===== config.mk =====
export PLATFORM = sky130hd
export DESIGN_NAME = add_sub_serial_16bit
export DESIGN_NICKNAME = d
export VERILOG_FILES = /design/src/rtl/add_sub_pkg.sv /design/src/rtl/add_4bit_ci.sv /design/src/rtl/add_sub_serial_16bit.sv
export SDC_FILE = /design/constraint.sdc
export NUM_CORES = 1
export LEC_CHECK = 0
export ABC_AREA = 0
export CAP_MARGIN = 20
export CORE_MARGIN = 4
export CORE_UTILIZATION = 51
export CTS_CLUSTER_SIZE = 25
export DETAILED_ROUTE_END_ITERATION = 12
export MAX_ROUTING_LAYER = met4
export PLACE_DENSITY_LB_ADDON = 0.1
export SETUP_SLACK_MARGIN = 0.05
export SYNTH_ARGS = -nofsm -noshare
export SYNTH_HDL_FRONTEND = slang
export SYNTH_HIERARCHICAL = 1
export SYNTH_SLANG_ARGS = --single-unit

===== constraint.sdc =====
create_clock -name clk_i -period 2.85 [get_ports clk_i]
set_input_delay 0.57 -clock clk_i [delete_from_list [all_inputs] [get_ports clk_i]]
set_output_delay 0.57 -clock clk_i [all_outputs]
set_load 0.01 [all_outputs]

===== src/rtl/add_sub_pkg.sv =====
// Shared definitions for the nibble-serial add/subtract unit.
//   NIBBLE_W : width of one adder slice
//   state_t  : controller states (ST_IDLE / ST_CALC / ST_DONE)
//   flags_t  : N/Z/C/V flag bundle produced with each result
package add_sub_pkg;

    localparam int unsigned NIBBLE_W = 4;

    typedef enum logic [1:0] {
        ST_IDLE = 2'd0,
        ST_CALC = 2'd1,
        ST_DONE = 2'd2
    } state_t;

    typedef struct packed {
        logic n;
        logic z;
        logic c;
        logic v;
    } flags_t;

endpackage


===== src/rtl/add_4bit_ci.sv =====
// 4-bit adder slice with carry-in, purely combinational.
// Ports:
//   a, b   in  4  addends
//   ci     in  1  carry in
//   sum_c  out 4  sum nibble
//   co_c   out 1  carry out of bit 3
//   c3_c   out 1  carry into bit 3 (for signed overflow of the top slice)
module add_4bit_ci (
    input  logic [3:0] a,
    input  logic [3:0] b,
    input  logic       ci,
    output logic [3:0] sum_c,
    output logic       co_c,
    output logic       c3_c
);

    logic [3:0] low_c;
    logic [1:0] high_c;

    // Split at bit 3 so the carry into the MSB is visible.
    always_comb begin
        low_c  = {1'b0, a[2:0]} + {1'b0, b[2:0]} + {3'b000, ci};
        high_c = {1'b0, a[3]} + {1'b0, b[3]} + {1'b0, low_c[3]};
        sum_c  = {high_c[0], low_c[2:0]};
        co_c   = high_c[1];
        c3_c   = low_c[3];
    end

endmodule


===== src/rtl/add_sub_serial_16bit.sv =====
// Nibble-serial add/subtract unit: one 4-bit slice per clock, LSB first,
// carry chained between slices through a single time-multiplexed adder.
// Optional feature macro: ADD_SUB_SERIAL_SAT_EN (saturate result on overflow).
// Ports:
//   clk_i      in   1  clock
//   rst_i      in   1  synchronous active-high reset
//   valid_i    in   1  request valid, accepted when valid_i && ready_o
//   add_sub_i  in   1  0 = A+B, 1 = A-B
//   A_i, B_i   in   W  two's complement operands
//   ready_o    out  1  high only while idle
//   done_o     out  1  one-cycle completion pulse
//   S_o        out  W  result
//   C_o        out  1  carry out of MSB (subtract: 1 = no borrow)
//   N_o        out  1  result sign
//   Z_o        out  1  result is zero
//   V_o        out  1  signed overflow
module add_sub_serial_16bit
    import add_sub_pkg::*;
#(
    parameter int unsigned NIBBLES = 4
) (
    input  logic                       clk_i,
    input  logic                       rst_i,
    input  logic                       valid_i,
    input  logic                       add_sub_i,
    input  logic [NIBBLE_W*NIBBLES-1:0] A_i,
    input  logic [NIBBLE_W*NIBBLES-1:0] B_i,
    output logic                       ready_o,
    output logic                       done_o,
    output logic [NIBBLE_W*NIBBLES-1:0] S_o,
    output logic                       C_o,
    output logic                       N_o,
    output logic                       Z_o,
    output logic                       V_o
);

    localparam int unsigned W     = NIBBLE_W * NIBBLES;
    localparam int unsigned CNT_W = (NIBBLES > 1) ? $clog2(NIBBLES) : 1;
    localparam logic [CNT_W-1:0] LAST_CNT = CNT_W'(NIBBLES - 1);

    state_t state_q;
    state_t state_d;

    logic [W-1:0]     a_q;
    logic [W-1:0]     b_q;
    logic [W-1:0]     sum_q;
    logic             carry_q;
    logic [CNT_W-1:0] cnt_q;

    logic accept_c;
    logic calc_c;
    logic last_c;
    logic ready_d;
    logic done_d;

    logic [NIBBLE_W-1:0] nib_sum_c;
    logic                nib_co_c;
    logic                nib_c3_c;
    logic [W-1:0]        sum_next_c;
    logic [W-1:0]        res_c;
    flags_t              flags_c;

`ifdef ADD_SUB_SERIAL_SAT_EN
    logic a_msb_q;
`endif

    // Single adder slice, fed from the low nibble of the operand shifters.
    add_4bit_ci u_add (
        .a     (a_q[NIBBLE_W-1:0]),
        .b     (b_q[NIBBLE_W-1:0]),
        .ci    (carry_q),
        .sum_c (nib_sum_c),
        .co_c  (nib_co_c),
        .c3_c  (nib_c3_c)
    );

    // State register.
    always_ff @(posedge clk_i) begin
        if (rst_i) begin
            state_q <= ST_IDLE;
        end else begin
            state_q <= state_d;
        end
    end

    // Next-state logic.
    always_comb begin
        state_d = state_q;
        case (state_q)
            ST_IDLE: if (valid_i) state_d = ST_CALC;
            ST_CALC: if (cnt_q == LAST_CNT) state_d = ST_DONE;
            ST_DONE: state_d = ST_IDLE;
            default: state_d = ST_IDLE;
        endcase
    end

    // Control decode; ready/done are computed for the state being entered
    // so their registered copies line up with the state itself.
    always_comb begin
        accept_c = 1'b0;
        calc_c   = 1'b0;
        last_c   = 1'b0;
        ready_d  = 1'b0;
        done_d   = 1'b0;
        case (state_q)
            ST_IDLE: accept_c = valid_i;
            ST_CALC: begin
                calc_c = 1'b1;
                last_c = (cnt_q == LAST_CNT);
            end
            default: ;
        endcase
        case (state_d)
            ST_IDLE: ready_d = 1'b1;
            ST_DONE: done_d  = 1'b1;
            default: ;
        endcase
    end

    // Partial sum shifts in from the top; after the last slice it is the full result.
    always_comb begin
        sum_next_c = (sum_q >> NIBBLE_W) | (W'(nib_sum_c) << (W - NIBBLE_W));
        res_c      = sum_next_c;
        flags_c.c  = nib_co_c;
        flags_c.v  = nib_c3_c ^ nib_co_c;
`ifdef ADD_SUB_SERIAL_SAT_EN
        if (flags_c.v) begin
            res_c = a_msb_q ? {1'b1, {(W-1){1'b0}}} : {1'b0, {(W-1){1'b1}}};
        end
`endif
        flags_c.n  = res_c[W-1];
        flags_c.z  = (res_c == '0);
    end

    // Datapath and output registers.
    always_ff @(posedge clk_i) begin
        if (rst_i) begin
            a_q     <= '0;
            b_q     <= '0;
            sum_q   <= '0;
            carry_q <= 1'b0;
            cnt_q   <= '0;
            ready_o <= 1'b1;
            done_o  <= 1'b0;
            S_o     <= '0;
            C_o     <= 1'b0;
            N_o     <= 1'b0;
            Z_o     <= 1'b0;
            V_o     <= 1'b0;
`ifdef ADD_SUB_SERIAL_SAT_EN
            a_msb_q <= 1'b0;
`endif
        end else begin
            ready_o <= ready_d;
            done_o  <= done_d;
            if (accept_c) begin
                // Subtract is A + ~B + 1.
                a_q     <= A_i;
                b_q     <= B_i ^ {W{add_sub_i}};
                carry_q <= add_sub_i;
                cnt_q   <= '0;
`ifdef ADD_SUB_SERIAL_SAT_EN
                a_msb_q <= A_i[W-1];
`endif
            end else if (calc_c) begin
                a_q     <= a_q >> NIBBLE_W;
                b_q     <= b_q >> NIBBLE_W;
                sum_q   <= sum_next_c;
                carry_q <= nib_co_c;
                cnt_q   <= cnt_q + CNT_W'(1);
                if (last_c) begin
                    S_o <= res_c;
                    C_o <= flags_c.c;
                    N_o <= flags_c.n;
                    Z_o <= flags_c.z;
                    V_o <= flags_c.v;
                end
            end
        end
    end

endmodule


==> impl_metrics.json, run 1 <==
{
  "status": "finished, final reports clean",
  "r2r_start": "a_q[0]",
  "port_buffers": 57,
  "p_leak_uw": 0.001368,
  "max_slew_margin_pct": 35.97,
  "synth_fa_ha_area_share_pct": 3.210,
  "cp-end-kind": "flop",
  "hold_path_class": "flop to flop",
  "ios": 58,
  "fin_crit_sh_pct": 84.48,
  "combPwrFrac_pct": 12.4,
  "powerDensity_mw_per_mm2": 587.9,
  "clk_latency_ps": 330,
  "routed_wl_mm": 6.287,
  "grt_overflow_total": 0,
  "clk_path_buf_depth": 2,
  "cts.sinks": 70,
  "cts-root-buf": "clkbuf_8",
  "reg2reg_depth": 9,
  "drv_cap": 0,
  "worst_pin_slew_ps": 959.1,
  "wl_per_cell_um": 13.46,
  "synth_cell_type_count": 38,
  "clockPowerShare_pct": 39.6,
  "drc": 0,
  "initial_utilization_pct": 53.89,
  "timing.setup.tns_ps": 0,
  "num_vias": 2505,
  "crit_arrival_ps": 2660,
  "start_kind": "flop",
  "die_width_um": 85.21,
  "firstDrtPassIters": 5,
  "rsz0062_at_grt": "no",
  "numCtsBuffers": 9,
  "synth_compound_area_share_pct": 20.66,
  "pre_cts_ws_ps": 463.3,
  "cts_tree": "built",
  "r2r_slack_ps": 440,
  "fmax_mhz": 415.4,
  "p_seq_share_pct": 48.0,
  "p_sw_uw": 551.2,
  "dieHeight_um": 85.21,
  "hold_buffers": 0,
  "grt_pass1_wl_mm": 10.54,
  "fin_skew_ps": 6.783,
  "grt_max_degree": 44,
  "netlist_area_mm2": 0.003040,
  "internal-power_uw": 1673,
  "synth_edf_count": 0,
  "drtIter0Drc": 77,
  "gp_congestion": 0.8215,
  "num_antenna_cells": 0,
  "ys_warn_count": 6,
  "synth_xor_area_share_pct": 5.473,
  "cts_setup_buffers": 0,
  "synth_top_family_by_area": "compound AO/OA/AOI/OAI gates",
  "ys_seq_elements": 70,
  "ys.flop_type": "dfxtp_1",
  "track_usage_pct": 18.21,
  "rows": 27,
  "power_switching_share_pct": 24.78,
  "hpwl_mm": 4.404,
  "yosys.area_share.simple_pct": 16.95,
  "irDropWorstVdd_uv": 360.9,
  "yosysSeqAreaShare_pct": 46.09,
  "antenna_found_initial": 0,
  "required_ps": 3100,
  "via_per_inst": 5.364,
  "areaGrowthSynthToFinish_pct": 24.44,
  "drive_gt1_share_pct": 7.342,
  "core_mm2": 0.005642,
  "syn_area_per_cell_um2": 8.813,
  "layout_setup_ws_ps": 442.4,
  "nNetsFinal": 432,
  "min_to": "S_o[2]",
  "ant_nets": 0,
  "grt_pass1_vias": 2275,
  "hold_viol": 0,
  "muxShareOfSynthArea_pct": 0.3292,
  "syn_inst": 345,
  "period_minus_slack_ps": 2408,
  "path_max_fanout": 3,
  "async_flop_share_pct": 0,
  "die-area_mm2": 0.007261,
  "ctsResizeCount": 0,
  "finalMaxSlewViolations": 0,
  "path_clk_slew_ps": 70,
  "min_from": "S_o[2]",
  "finalSetupViolCount": 0,
  "cts-htree-levels": 3,
  "synth.net_count": 387,
  "path_class": "flop to flop",
  "hold-path-cell-count": 2,
  "timing.rr.end": "Z_o"
}
routing by layer:
metal  vias up  wire length [µm]  share of wire, %  GRT usage, %
li1       1270                 -                 -             -
met1      1158              2697                43         21.29
met2        70              3181                51         30.65
met3         7               328               5.2         3.495
met4         0                80               1.3         7.338
met5         -                 0                 0             -
synthesized netlist by cell type, drive strengths merged (2+ instances only):
master / number / area, µm²
dfxtp: 70 / 1401
nand2: 67 / 251.5
a21oi: 38 / 190.2
buf: 21 / 146.4
nor2: 21 / 81.33
xor2: 16 / 140.1
o2bb2ai: 15 / 131.4
a211oi: 14 / 110.1
inv: 13 / 48.80
a22oi: 12 / 90.09
o22ai: 10 / 62.56
nand3: 8 / 40.04
clkbuf: 7 / 26.28
nor4: 4 / 25.02
fa: 3 / 60.06
ha: 3 / 37.54
nand3b: 3 / 26.27
xnor2: 3 / 26.28
nand2b: 2 / 12.51
nor3: 2 / 10.01
stage by stage:
stage	instances	utilization (%)	cell area, µm²	hold slack, ps	total power (µW)
after floorplan	345	-	3040	432.3	1276
after global placement	451	63.12	3561	442.1	1360
after detailed placement	451	63.12	3561	447.5	1364
after CTS	467	67.07	3784	458.1	2242
after global routing	467	67.07	3784	480.7	2317
final	467	67.07	3784	454.0	2225
kinds of logic after synthesis:
group / after synthesis
AO/OA/AOI/OAI: 93
AND/OR/NAND/NOR: 115
adder cells (fa/ha/maj): 6
XOR/XNOR: 19
multiplexers: 1
buffers and inverters: 41
flip-flops: 70
power groups by stage:
stage | Sequential (µW) | Clock, µW | Combinational (µW)
global route | 1080 | 933 | 309
floorplan | 1070 | 0 | 203
detailed placement | 1090 | 0 | 275
global placement | 1090 | 0 | 272
CTS | 1070 | 898 | 276
finish | 1070 | 881 | 276
registers in the layout, summed over array words and instances (netlist names):
| name | count |
|---|---|
| carry_q | 1 |
| C_o | 1 |
| a_q | 16 |
| Z_o | 1 |
| V_o | 1 |
| b_q | 16 |
| ready_o | 1 |
| cnt_q | 2 |
| S_o | 16 |
| done_o | 1 |
| state_q | 2 |
| sum_q | 12 |
cell type report:
cell class | instances | area, µm²
Fill cell | 464 | 1858
Timing Repair Buffer | 62 | 603.1
Tap cell | 72 | 90.09
Clock buffer | 10 | 137.6
Multi-Input combinational cell | 234 | 1418
Clock inverter | 6 | 85.08
Inverter | 13 | 48.80
Sequential cell | 70 | 1401
worst max-delay path: stages, from the launching register on:
cell,delay (ps)
dfxtp_1,330
inv_1,60
fa_1,460
nand3b_1,200
and2_1,160
fa_1,470
inv_1,60
nor4_1,260
nand4_1,140
o31ai_2,180
how the worst max path moves through the flow:
stage / end / depth (start not counted) / slack, ps / start
floorplan: Z_o / 9 / 610 / a_q[0]
finish: Z_o / 9 / 440 / a_q[0]
global placement: Z_o / 9 / 550 / a_q[0]
global route: Z_o / 9 / 350 / a_q[0]
detailed placement: Z_o / 9 / 460 / a_q[0]
CTS: Z_o / 9 / 440 / b_q[0]
cell usage in the layout, fill, tap and decap left out, drive strengths merged, types with 2 or more instances in the layout:
cell type,count
xor2,16
dfxtp,70
buf,6
xnor2,3
a211oi,14
nor2,21
o2bb2ai,15
nand3,8
nor3,2
nand3b,3
inv,13
nand2,67
clkdlybuf4s50,56
nand2b,2
clkinvlp,2
a22oi,12
o22ai,10
bufinv,2
ha,3
clkinv,2
a21oi,38
nor4,4
fa,3
clkbuf,10
(Power assumes the default switching activity.)
==> inputs of run 2 (changes only) <==
- CORE_UTILIZATION: 51 -> 46
- clock period: 2.85 -> 2.03 ns (I/O delays scaled with it)
==> impl_metrics.json, run 2 (synthesis results as in run 1) <==
{
  "status": "finished, violations left",
  "violations": "setup timing",
  "rsz0062_at_grt": "yes",
  "timing.rr.end": "Z_o",
  "start_kind": "flop",
  "fmax_mhz": 460.3,
  "stdcell_count": 483,
  "routed_wl_mm": 6.767,
  "final_common_cell": "dfxtp_1",
  "drc": 0,
  "combPwrFrac_pct": 15.1,
  "cts-root-buf": "clkbuf_8",
  "finalSetupViolCount": 3,
  "ios": 58,
  "num_antenna_cells": 0,
  "die_width_um": 89.30,
  "max_slew_margin_pct": 48.10,
  "drv_cap": 0,
  "cts_tree": "built",
  "powerDensity_mw_per_mm2": 784.3,
  "track_usage_pct": 19.10,
  "grt_overflow_total": 0,
  "port_buffers": 57,
  "gp_congestion": 0.7786,
  "ant_nets": 0,
  "r2r_slack_ps": -140,
  "required_ps": 2280,
  "pre_cts_ws_ps": -146.2,
  "reg_top3": "S_o x16, a_q x16, b_q x16",
  "hold_path_class": "flop to flop",
  "cp-end-kind": "flop",
  "grt_pass1_wl_mm": 11.34,
  "initial_utilization_pct": 47.61,
  "crit_arrival_ps": 2420,
  "clk_path_buf_depth": 2,
  "path_class": "flop to flop",
  "num_vias": 2542,
  "hpwl_mm": 4.680,
  "worst_pin_slew_ps": 776.9,
  "clockPowerShare_pct": 36.6,
  "timing.setup.tns_ps": -254.3,
  "dieHeight_um": 89.30,
  "drtIter0Drc": 57,
  "r2r_start": "carry_q",
  "irDropWorstVdd_uv": 591.1,
  "place_inst": 465,
  "p_seq_share_pct": 48.3,
  "drive_gt1_share_pct": 12.81,
  "fin_skew_ps": 5.605,
  "nNetsFinal": 443,
  "finalMaxSlewViolations": 0,
  "reg2reg_depth": 9,
  "die-area_mm2": 0.007974,
  "min_from": "S_o[10]",
  "p_sw_uw": 781.6,
  "areaGrowthSynthToFinish_pct": 29.71,
  "fin_crit_sh_pct": 107.0,
  "via_per_inst": 5.263,
  "grt_max_degree": 37,
  "crit_end": "Z_o",
  "antenna_found_initial": 0,
  "cts.sinks": 70,
  "p_leak_uw": 0.001454,
  "layout_common_cells": "69 x dfxtp_1, 65 x nand2_1, 56 x clkdlybuf4s50_1, 35 x a21oi_1, 20 x nor2_1",
  "power_uw": 3093,
  "hold_viol": 0,
  "core_mm2": 0.006386,
  "firstDrtPassIters": 4,
  "final_util_pct": 61.76,
  "path_max_fanout": 2,
  "internal-power_uw": 2311,
  "clk_latency_ps": 330,
  "wl_per_cell_um": 14.01,
  "startpoint": "carry_q",
  "numCtsBuffers": 9,
  "period_minus_slack_ps": 2172,
  "cts-htree-levels": 3,
  "path_clk_slew_ps": 70,
  "power_switching_share_pct": 25.27,
  "rows": 29,
  "layout_setup_ws_ps": -142.3,
  "grt_pass1_vias": 2449
}
run 2: worst min-delay path by stage:
stage	endpoint	slack, ps	cells after the start
after detailed placement	S_o[10]	450	2
after CTS	S_o[10]	460	2
after global routing	S_o[3]	470	2
after global placement	S_o[9]	440	2
after floorplan	b_q[0]	430	1
final	S_o[10]	450	2
run 2: area by class of cell:
type	count	area, µm²
repair buffers	73	726.9
multi-input cells	234	1468
clock buffers	13	158.9
fillers	578	2442
inverters	13	48.80
flip-flops and latches	70	1403
well taps	77	96.34
clock inverters	3	42.54
run 2: stage by stage:
step / hold slack, ps / area, µm²
2_1_floorplan: 432.3 / 3044
3_3_place_gp: 442.0 / 3676
3_5_place_dp: 445.3 / 3676
4_1_cts: 455.4 / 3899
5_1_grt: 473.5 / 3944
6_report: 451.6 / 3944
run 2: critical path: stages (launching register included):
cell	delay, ps
dfxtp_2	350
inv_2	40
fa_2	380
nand3b_1	190
and2_4	150
fa_1	480
inv_2	40
nor4_2	140
nand4_1	130
o31ai_2	180
run 2: timing repair:
item | 4_1_cts | 5_1_grt
resized for setup | 4 | 10
pin swaps | 1 | 1
setup buffers | 1 | 1
setup endpoints to repair | 4 | 6
hold buffers | 0 | 0
run 2: power groups by stage:
stage | sequential (µW) | clock, µW | combinational (µW)
floorplan | 1510 | 0 | 285
global placement | 1520 | 0 | 431
detailed placement | 1520 | 0 | 435
CTS | 1490 | 1160 | 445
global route | 1500 | 1220 | 520
finish | 1490 | 1130 | 467
run 2: routing by layer:
metal / up-vias / GRT usage [%] / wire (µm)
met5: - / - / 0
met3: 7 / 6.359 / 308
met4: 0 / 4.871 / 80
li1: 1302 / - / -
met2: 44 / 32.08 / 3323
met1: 1189 / 21.91 / 3055
